<file path="config.mk">
export PLATFORM = sky130hd
export DESIGN_NAME = pc_fetch_control
export DESIGN_NICKNAME = d
export VERILOG_FILES = /design/src/rtl/pc_fetch_control.sv
export SDC_FILE = /design/constraint.sdc
export NUM_CORES = 1
export LEC_CHECK = 0
export CORE_MARGIN = 8
export CORE_UTILIZATION = 44
export CTS_CLUSTER_DIAMETER = 120
export DETAILED_ROUTE_END_ITERATION = 12
export HOLD_SLACK_MARGIN = 0.02
export PLACE_DENSITY_LB_ADDON = 0.25
export SYNTH_ARGS = -nofsm -noshare
export SYNTH_HDL_FRONTEND = slang
export SYNTH_SLANG_ARGS = --single-unit
</file>
<file path="constraint.sdc">
create_clock -name i_clk -period 2.6 [get_ports i_clk]
set_input_delay 0.65 -clock i_clk [delete_from_list [all_inputs] [get_ports i_clk]]
set_output_delay 0.65 -clock i_clk [all_outputs]
set_load 0.01 [all_outputs]
</file>
<file path="src/rtl/pc_fetch_control.sv">
// Program counter register and fetch sequencer.
// Arbitrates idle/run/step/halt modes and counts executed cycles.
module pc_fetch_control #(
  parameter int NBITS = 32,
  parameter logic [NBITS-1:0] RESET_PC = '0,
  parameter int CNT_BITS = 32
) (
  input  logic                i_clk,
  input  logic                i_reset,
  input  logic                i_Run,
  input  logic                i_StepMode,
  input  logic                i_Step,
  input  logic                i_Stall,
  input  logic                i_Halt,
  input  logic [NBITS-1:0]    i_NextPC,
  output logic [NBITS-1:0]    o_PC,
  output logic [NBITS-1:0]    o_PC4,
  output logic                o_Fetch,
  output logic                o_Halted,
  output logic [CNT_BITS-1:0] o_CycleCount
);

  typedef enum logic [1:0] {
    IDLE,
    RUN,
    STEP,
    HALTED
  } state_t;

  localparam logic [NBITS-1:0] PC_INC = NBITS'(4);
  localparam logic [CNT_BITS-1:0] CNT_ONE = CNT_BITS'(1);

  state_t state, state_n;
  logic [NBITS-1:0] pc;
  logic [CNT_BITS-1:0] cnt;
  logic step_q;
  logic pending, pending_n;
  logic step_rise;
  logic advance;
  logic cnt_inc;

  assign step_rise = i_Step & ~step_q;

  always_comb begin
    state_n   = state;
    pending_n = pending;
    advance   = 1'b0;
    cnt_inc   = 1'b0;
    unique case (state)
      IDLE: begin
        pending_n = 1'b0;
        if (i_Run)
          state_n = i_StepMode ? STEP : RUN;
      end
      RUN: begin
        // Stalled and exiting cycles still count; the halt cycle does not.
        cnt_inc = ~i_Halt;
        if (i_Halt)
          state_n = HALTED;
        else if (!i_Run)
          state_n = IDLE;
        else
          advance = ~i_Stall;
      end
      STEP: begin
        if (i_Halt) begin
          state_n   = HALTED;
          pending_n = 1'b0;
        end else if (!i_Run) begin
          state_n   = IDLE;
          pending_n = 1'b0;
        end else if ((pending | step_rise) & ~i_Stall) begin
          advance   = 1'b1;
          cnt_inc   = 1'b1;
          pending_n = 1'b0;
        end else if (step_rise) begin
          pending_n = 1'b1;
        end
      end
      HALTED: begin
        state_n = HALTED;
      end
      default: begin
        state_n = IDLE;
      end
    endcase
  end

  always_ff @(posedge i_clk or negedge i_reset) begin
    if (!i_reset) begin
      state   <= IDLE;
      pc      <= RESET_PC;
      cnt     <= '0;
      pending <= 1'b0;
      step_q  <= 1'b0;
    end else begin
      state   <= state_n;
      pending <= pending_n;
      step_q  <= i_Step;
      if (advance)
        pc <= {i_NextPC[NBITS-1:2], 2'b00};
      if (cnt_inc && (cnt != '1))
        cnt <= cnt + CNT_ONE;
    end
  end

  assign o_PC         = pc;
  assign o_PC4        = pc + PC_INC;
  assign o_Fetch      = advance;
  assign o_Halted     = (state == HALTED);
  assign o_CycleCount = cnt;

endmodule

</file>
==> run summary <==
Initial core utilization - 45.5%
Peak fanout along the critical path - 5
Count leader, synth - dfrtp_1
Core box area - 7770 µm²
Sequential cell area fraction in the yosys report - 46.7%
DP Cell Count - 604
Total iterations of the first detailed-routing run - 4
Post-route DRC violation count - 0
Final wirelength - 10600 µm
Top cells by area, synth - dfrtp_1 47%, mux2_2 9.9%, xor2_1 8.2%
Post-Syn Area - 3540 µm²
Fillers - 589
Clk root buf - clkbuf_8
Worst Hold Class - input pin to asynchronous set/reset pin
Setup Skew - 0.00510 ns
Main synth FF type - dfrtp_1
RSZ-0062 raised after global routing - yes
Post-route design area - 5610 µm²
Die area - 11200 µm²
Die H - 106 µm
Synth cell types - 40
ANT cells - 0
Period minus WS final - 2.79 ns
Top-area cell type share of the netlist area - 46.7%
FF+latch area - 1650 µm²
First-pass GRT wire length - 17000 µm
Final core utilization - 72.2%
Post-Syn Instances - 334
WHS - 0.419 ns
Layout Nets - 568
Via count - 3271
Power density over the cells - 870 nW/µm²
FP Rows - 32
Worst slew pin tran - 0.856 ns
Largest net degree at the start of global routing - 37
Vias in the first global route - 3372
Clock Path Buffers - 2
Initial antenna violation count - 0
Worst IR Drop VDD - 0.448 mV
Routed Antenna Nets - 0
Ratio of cells with drive above 1 in the final layout - 28.4%
Total CTS buffers - 9
GRT Residual Overflow - 0
Pins Over Slew Limit - 0
Finished Layout Cells - 630
Seq cells post-synth - 66
Post-Place Worst Slack - -0.303 ns
GRT Util Overall - 18.5%
Post-synth top cells - 66 x dfrtp_1, 33 x nand2_1, 33 x xor2_1, 31 x mux2_2, 23 x xnor2_1
Worst-skew pair later-pin latency - 0.33 ns
Clock transition at the registers of the reported paths - 0.07 ns
Synth warn - 0
Syn_area_per_cell - 10.6 µm²
Pwr Total - 4.88 mW
# setup viols final - 16
MaxCap Viol Count - 0
Status - finished with violations
R2R depth - 7
Slew headroom - 43.0%
Post-CTS Hold Fix Bufs - 0
Placed Area - 5290 µm²
Die X - 106 µm
DR vias/cell - 5.19
Crit path kind - register to primary output
DRT iter0 DRCs - 66
Leak pwr - 2.62 nW
Area Overhead vs Synth - 58.5%
CP arrival - 2.14 ns
Multi-input logic area - 1930 µm²
Post-synth EDFFs - 0
Failing checks - negative setup slack
Clock Sinks - 66
FFs w/ async S/R, synth - 100%
Final worst slack - -0.191 ns
CP Data Required Time - 1.95 ns
Sum Neg Setup Slack - -1.72 ns
CTS HTree Levels - 3
Final Hold Viols - 0
Reg2reg start - o_CycleCount[0]
Crit path capture type - primary output
Fmax achieved - 358 MHz
Worst Setup SP - o_PC[11]
Final period util - 107%
Ports - 137
IO buf count - 130
Final HPWL from detailed placement - 7710 µm
Routability cong. - 0.791
Leading area contributor after synthesis - dfrtp_1
Wire per inst - 16.7 µm
Startpoint class of the critical path - register
CTS tree - yes
## flip-flops by register name, summed over array words and instances (netlist names)
signal / cells
o_CycleCount: 32
o_PC: 30
pending: 1
state: 2
step_q: 1
## final cells by class
class	count	area share, %
tap	102	2.28
clock buffer	13	2.48
clock inverter	3	0.714
inverter	12	0.804
sequential	66	29.5
timing repair buffer	186	29.8
multi-input combinational	248	34.4
## final timing paths
check / endpoint / slack, ns
worst max-delay path: o_PC4[23] / -0.19
worst min register to register: o_CycleCount[29] / 0.50
worst max register to register: o_CycleCount[1] / 0.23
worst min-delay path: o_PC[11] / 0.42
max in group asynchronous: o_CycleCount[21] / 1.54
min in group i_clk: o_CycleCount[29] / 0.50
## metal layers
layer	part of all wire, %	track usage, %
met1	42	22.4
met2	50	30.8
met3	7.0	6.33
met4	0.75	4.22
met5	0	0
## where the power goes
part,internal (mW),switching (mW),total (mW),leakage (nW)
logic,1.42,1.10,2.53,1.68
clock network,0.442,0.379,0.821,0.0914
registers,1.30,0.230,1.53,0.856
total,3.17,1.71,4.88,2.62
## cell usage in the layout (no fill, tap or decap), types with 3 or more instances in the layout
cell type / instances
clkdlybuf4s50_1: 103
xnor2_1: 20
dlymetal6s2s_1: 3
buf_2: 19
conb_1: 4
inv_1: 11
nand3_1: 13
mux2_2: 31
nand2_2: 4
ha_1: 5
dfrtp_1: 66
nor4_1: 17
xnor2_2: 3
o21ai_0: 4
nor3_1: 13
xor2_1: 33
buf_4: 49
and4_1: 4
buf_12: 3
nor2_1: 8
clkbuf_8: 9
dlygate4sd2_1: 3
nor4_4: 3
nand4_1: 11
or2_2: 3
nor2_4: 3
buf_6: 4
nand2_1: 29
a21oi_1: 3
nor4b_1: 4
nand3_2: 3
clkbuf_1: 4
## cell families after synthesis
group / share of synthesized area [%]
AOI/OAI and AO/OA: 3.01
adders and majority gates: 2.12
xor gates and xnor gates: 13.9
buffers and inverters: 3.11
DFF: 46.7
and+or+nand+nor: 20.6
muxes: 10.5
other: 0.106
## worst max-delay path, stage by stage, from the launching register on
cell     delay, ns
dfrtp_1       0.37
nand4_1       0.14
buf_4         0.18
nor4_4        0.24
buf_4         0.16
nor2b_4       0.14
buf_6         0.13
buf_4         0.10
nand2_2       0.05
xnor2_1       0.14
buf_2         0.16
## repair_timing
item	CTS	global route
setup endpoints to repair	24	23
pin swaps	14	16
resized for setup	92	28
setup buffers	3	8
(Power assumes the default switching activity.)
